$ cat config.mk
export PLATFORM = sky130hd
export DESIGN_NAME = uart_packet_framer
export DESIGN_NICKNAME = d
export VERILOG_FILES = /design/src/rtl/uart_packet_framer.sv
export SDC_FILE = /design/constraint.sdc
export NUM_CORES = 1
export LEC_CHECK = 0
export CAP_MARGIN = 20
export CORE_ASPECT_RATIO = 0.75
export CORE_MARGIN = 2
export CORE_UTILIZATION = 35
export DETAILED_ROUTE_END_ITERATION = 6
export PLACE_DENSITY_LB_ADDON = 0.08
export SETUP_SLACK_MARGIN = 0.1
export SYNTH_ARGS = -nofsm -noshare
export SYNTH_HDL_FRONTEND = slang
export SYNTH_SLANG_ARGS = --single-unit
$ cat constraint.sdc
create_clock -name clk -period 3.6 [get_ports clk]
set_input_delay 1.08 -clock clk [delete_from_list [all_inputs] [get_ports clk]]
set_output_delay 1.08 -clock clk [all_outputs]
set_load 0.02 [all_outputs]
$ cat src/rtl/uart_packet_framer.sv
// uart_packet_framer: hunts for a start byte in the received UART byte
// stream, collects a fixed-length payload plus an XOR checksum, and
// releases the payload on a valid/ready stream only if the checksum matches.
module uart_packet_framer #(
  parameter logic [7:0]  START_BYTE     = 8'hED,
  parameter int          PAYLOAD_LEN    = 4,
  parameter logic [19:0] TIMEOUT_CYCLES = 20'd500000
) (
  input  logic       clk,
  input  logic       reset,
  input  logic       s_valid,
  input  logic [7:0] s_data,
  output logic       m_valid,
  output logic [7:0] m_data,
  output logic       m_last,
  input  logic       m_ready,
  output logic       packet,
  output logic       err_checksum,
  output logic       err_timeout,
  output logic       err_overrun,
  output logic       busy
);

  localparam logic [1:0] HUNT    = 2'd0;
  localparam logic [1:0] COLLECT = 2'd1;
  localparam logic [1:0] CHECK   = 2'd2;
  localparam logic [1:0] SEND    = 2'd3;

  localparam logic [3:0]  LEN_IDX  = 4'(PAYLOAD_LEN);
  localparam logic [3:0]  LAST_IDX = 4'(PAYLOAD_LEN - 1);
  localparam logic [19:0] TO_LAST  = TIMEOUT_CYCLES - 20'd1;

  logic [1:0]  state;
  logic [3:0]  idx;
  logic [3:0]  out_idx;
  logic [7:0]  chk;
  logic [7:0]  chk_rx;
  logic [19:0] tcnt;
  logic [19:0] tcnt_inc;
  logic        store_byte;
  // 16 entries so the 4-bit index covers the array exactly
  logic [7:0]  pbuf [16];

  // Saturating increment: the idle counter must never wrap back to 0
  function automatic logic [19:0] sat_inc(input logic [19:0] v);
    sat_inc = (v == 20'hFFFFF) ? v : v + 20'd1;
  endfunction

  // Idle-count next value and payload write enable
  always_comb begin
    tcnt_inc   = sat_inc(tcnt);
    store_byte = (state == COLLECT) && s_valid && (idx != LEN_IDX);
  end

  // Frame state machine, counters, running checksum and status pulses
  always_ff @(posedge clk or posedge reset) begin
    if (reset) begin
      state        <= HUNT;
      idx          <= 4'd0;
      out_idx      <= 4'd0;
      chk          <= 8'h00;
      chk_rx       <= 8'h00;
      tcnt         <= 20'd0;
      packet       <= 1'b0;
      err_checksum <= 1'b0;
      err_timeout  <= 1'b0;
      err_overrun  <= 1'b0;
    end else begin
      packet       <= 1'b0;
      err_checksum <= 1'b0;
      err_timeout  <= 1'b0;
      err_overrun  <= 1'b0;
      case (state)
        HUNT: begin
          if (s_valid && (s_data == START_BYTE)) begin
            state <= COLLECT;
            idx   <= 4'd0;
            chk   <= 8'h00;
            tcnt  <= 20'd0;
          end
        end
        COLLECT: begin
          if (s_valid) begin
            // a byte in the expiry cycle wins over the timeout
            tcnt <= 20'd0;
            if (idx == LEN_IDX) begin
              chk_rx <= s_data;
              state  <= CHECK;
            end else begin
              chk <= chk ^ s_data;
              idx <= idx + 4'd1;
            end
          end else if (tcnt_inc == TO_LAST) begin
            err_timeout <= 1'b1;
            state       <= HUNT;
          end else begin
            tcnt <= tcnt_inc;
          end
        end
        CHECK: begin
          err_overrun <= s_valid;
          if (chk_rx == chk) begin
            state   <= SEND;
            packet  <= 1'b1;
            out_idx <= 4'd0;
          end else begin
            err_checksum <= 1'b1;
            state        <= HUNT;
          end
        end
        SEND: begin
          // no backpressure upstream: anything arriving now is lost
          err_overrun <= s_valid;
          if (m_ready) begin
            if (out_idx == LAST_IDX) begin
              state <= HUNT;
            end else begin
              out_idx <= out_idx + 4'd1;
            end
          end
        end
        default: state <= HUNT;
      endcase
    end
  end

  // Payload storage is pure data and needs no reset
  always_ff @(posedge clk) begin
    if (store_byte) begin
      pbuf[idx] <= s_data;
    end
  end

  // Release stream is decoded from state so reset forces it to zero at once
  always_comb begin
    m_valid = (state == SEND);
    m_data  = m_valid ? pbuf[out_idx] : 8'h00;
    m_last  = m_valid && (out_idx == LAST_IDX);
    busy    = (state != HUNT);
  end

endmodule

==> implementation parameters <==
Parameter                              Value

Cells and area
  Area delta synth->final    19.7%
  Layout cell share with drive strength beyond 1    23.4%
  Fill cell total of the finished layout    2039
  Commonest non-fill, non-tap cells in the layout    sky130_fd_sc_hd__edfxtp_1, sky130_fd_sc_hd__dfrtp_1, sky130_fd_sc_hd__mux4_2, sky130_fd_sc_hd__nor2_1, sky130_fd_sc_hd__nand2_1
  # nets final    638
  Final std cell area, no fill    9630 um2
  N_diodes    0
  Commonest non-fill, non-tap cell in the layout    sky130_fd_sc_hd__edfxtp_1

Setup path
  Crit path arrival time    2.46 ns
  Biggest fanout along the worst timing path    5
  Kind of start point of the critical path    flop
  Worst path most repeated cell    sky130_fd_sc_hd__mux4_2
  Endpoint of the lowest-slack register-to-register path    tcnt[2]
  Reg-to-reg slack, setup    0.60 ns
  Cell-by-cell listing of the critical path    buf_12, buf_16, mux4_2, mux4_2, and2_4, buf_6
  Startpoint of the worst-slack reg-to-reg timing path    tcnt[2]
  Kind of capture point of the worst setup path    output port
  CP Class    flop to output port
  Longest individual stage delay on the worst path    0.51 ns
  Crit path required time    2.52 ns
  Cell with the largest stage delay on the worst path    sky130_fd_sc_hd__dfrtp_2
  Number of cells on the worst reg-to-reg path    8

Clock network
  Post-cts hold buffer count    0
  CTS root buf    sky130_fd_sc_hd__clkbuf_16
  H-tree level count    4
  Clock Sink Count    178
  Clock insertion delay at the later pin of the skew report    0.43 ns
  TritonCTS clock tree    built
  Worst-case clock buffer depth    2
  Clock slew at reported path FFs    0.07 ns
  Cts bufs inserted    17

Synth
  Synthesis Warnings    0
  Register bit count reported by yosys    178
  Area contributors post-synth    sky130_fd_sc_hd__edfxtp_1, sky130_fd_sc_hd__dfrtp_1, sky130_fd_sc_hd__mux4_2
  Most instantiated flip-flop cell in the synthesis netlist    sky130_fd_sc_hd__edfxtp_1
  Sequential fraction of the synthesis area    63.3%
  Count of flip-flops with a built-in enable after synthesis    128
  Post-synthesis cell area    8040 um2
  Number of unique standard cell types used by synthesis    57
  Post-Synthesis Cells    556
  Dominant cell type by area after synthesis    sky130_fd_sc_hd__edfxtp_1
  FFs w/ async S/R, synth    28.1%
  Average footprint of a synthesized cell    14.5 um2
  Portion of synthesized cell area occupied by the leading cell type    47.8%

Global routing
  Vias in the first global route    4986
  Total global routing overflow    0
  Total GRT Usage    17.8%
  First-pass GRT wire length    30.9 mm
  Pin count of the biggest net entering global routing    51
  Antenna violations before repair    0

Placement
  Buffers on Ports    26
  Routability Congestion    0.868
  Post-Place Worst Slack    0.183 ns
  Half-perimeter wire length after placement    13.0 mm
  Standard cell area after detailed placement    8870 um2

Power
  Cell internal power dissipation    3.62 mW
  Seq pwr share    51.7%
  Pleak    3.37 nW
  Relative contribution of combinational cells to total power    12.3%
  IR Drop Worst-Case VDD    0.000286 V
  PnR Total Power    4.94 mW
  Share of total power consumed by net switching    26.8%
  Power share of the clock group    36.0%
  Switching component of the power    1.33 mW
  Cell Pwr Density    513 nW/um2

Timing
  Count of pins over their slew limit    0
  Worst slew margin relative to its limit    52.1%
  Final min period    3.54 ns
  Count of final setup violators    0
  Endpoints failing hold    0
  Part of the cycle the worst path needs    98.3%
  Fmax    0.283 GHz
  Post-route worst setup slack    0.0612 ns
  Maximum clock skew at final layout    0.0203 ns
  Unrepaired setup endpoints after global routing    true
  Measured slew at the worst slew-check pin    0.718 ns

Run status
  Run status    finished clean

Floorplanning
  Number of primary I/O pins    27
  Die ar.    24200 um2
  # rows    48
  Die boundary width    179 um
  Core Footprint    22800 um2
  Height of the die    135 um
  Starting density of the core    35.3%

Hold path
  Class of the most critical hold timing path    flop to flop
  Worst Hold Depth    1
  Start point of the worst min-delay path    chk_rx[1]
  Endpoint of the worst hold-timing path    chk_rx[1]

Drt
  Number of detailed-route iterations in the first pass    7
  DRC violation count after routing    0
  Final routed wire length divided by cell count    21.8 um
  Post-DRT Antenna Nets    0
  Average vias per placed instance    5.30
  Via total after detailed routing    4937
  Detailed Route Iter0 Violations    489
  WL final    20.3 mm

Run
  Max capacitance violation total    0
-- routing by layer --
metal / up-vias / GRT usage, % / routed length [um]
li1: 2258 / - / -
met1: 2534 / 27.5 / 10200
met2: 132 / 24.9 / 8790
met3: 13 / 4.32 / 1080
met4: 0 / 4.79 / 202
met5: - / 0 / 0
-- per-stage QoR --
step | std cells | utilization (%) | hold slack (ns) | setup TNS [ns]
floorplan | 563 | - | 0.501 | 0
global placement | 892 | 39.0 | 0.510 | 0
detailed placement | 892 | 39.0 | 0.515 | 0
CTS | 932 | 42.3 | 0.531 | 0
global route | 932 | 42.3 | 0.538 | -0.109
finish | 932 | 42.3 | 0.529 | 0
-- worst max path at each step --
stage               startpoint        end  slack (ns)  cells past startpoint
global route        out_idx[0]  m_data[7]       -0.03                      6
finish              out_idx[0]  m_data[7]        0.06                      6
global placement    out_idx[0]  m_data[7]        0.19                      5
detailed placement  out_idx[0]  m_data[2]        0.18                      5
CTS                 out_idx[0]  m_data[7]        0.03                      6
floorplan           out_idx[0]  m_data[0]        0.12                      5
-- area by class of cell --
cell class / count / area (um2) / area share, %
Clock buffer: 19 / 433 / 4.50
Clock inverter: 12 / 120 / 1.25
Inverter: 9 / 33.8 / 0.351
Multi-Input combinational cell: 345 / 2830 / 29.4
Sequential cell: 178 / 5100 / 52.9
Tap cell: 300 / 375 / 3.90
Timing Repair Buffer: 69 / 737 / 7.66
-- cells by family (layout without fill, tap and decap cells) --
family                     count (synthesis)  after routing  share of synthesized area (%)
AOI/OAI and AO/OA                         74             74                           5.65
xor gates and xnor gates                  28             28                           3.05
adders and majority gates                  6              6                          0.933
buffers and inverters                     40            109                           2.05
DFF                                      178            178                           63.3
muxes                                     50             50                           12.6
other                                      1              8                         0.0466
and+or+nand+nor                          179            179                           12.4
-- cells in the mapped netlist, types with 3 or more instances --
master                     count
sky130_fd_sc_hd__edfxtp_1    128
sky130_fd_sc_hd__dfrtp_1      50
sky130_fd_sc_hd__mux4_2       40
sky130_fd_sc_hd__nor2_1       35
sky130_fd_sc_hd__nand2_1      34
sky130_fd_sc_hd__and2_1       26
sky130_fd_sc_hd__nand3_1      23
sky130_fd_sc_hd__o21ai_0      22
sky130_fd_sc_hd__clkbuf_1     20
sky130_fd_sc_hd__a21oi_1      18
sky130_fd_sc_hd__xnor2_1      14
sky130_fd_sc_hd__xor2_1       14
sky130_fd_sc_hd__nand4_1      12
sky130_fd_sc_hd__and3_1       10
sky130_fd_sc_hd__inv_1         9
sky130_fd_sc_hd__mux2_2        8
sky130_fd_sc_hd__o21ai_1       8
sky130_fd_sc_hd__nor3_1        7
sky130_fd_sc_hd__a31oi_1       6
sky130_fd_sc_hd__ha_1          6
sky130_fd_sc_hd__buf_2         5
sky130_fd_sc_hd__nand4b_1      4
sky130_fd_sc_hd__or3_1         4
sky130_fd_sc_hd__buf_1         3
sky130_fd_sc_hd__nor3b_1       3
sky130_fd_sc_hd__nor4_1        3
sky130_fd_sc_hd__nor4_2        3
sky130_fd_sc_hd__or4_1         3
-- critical path, delay by kind of cell (launching register included) --
kind,cells,cell delay [ns]
and+or+nand+nor,1,0.18
buffers and inverters,3,0.39
muxes,2,0.97
DFF,1,0.51
-- flip-flops by register name (all words and copies together) (netlist names) --
| register | count |
|---|---|
| pbuf | 128 |
| tcnt | 20 |
| chk | 8 |
| chk_rx | 8 |
| idx | 4 |
| out_idx | 4 |
| state | 2 |
| err_checksum | 1 |
| err_overrun | 1 |
| err_timeout | 1 |
| packet | 1 |
-- power by group through the flow --
stage	combinational [mW]	clock [mW]	sequential (mW)
global route	0.679	1.90	2.58
global placement	0.583	0	2.58
floorplan	0.457	0	2.52
finish	0.608	1.78	2.55
CTS	0.613	1.83	2.55
detailed placement	0.593	0	2.59
-- repair_timing --
| action | 4_1_cts | 5_1_grt |
|---|---|---|
| gates resized for setup | 55 | 1 |
| gates cloned | 3 | 0 |
| buffers inserted | 6 | 0 |
| setup endpoints to repair | 8 | 9 |
(Power assumes the default switching activity.)
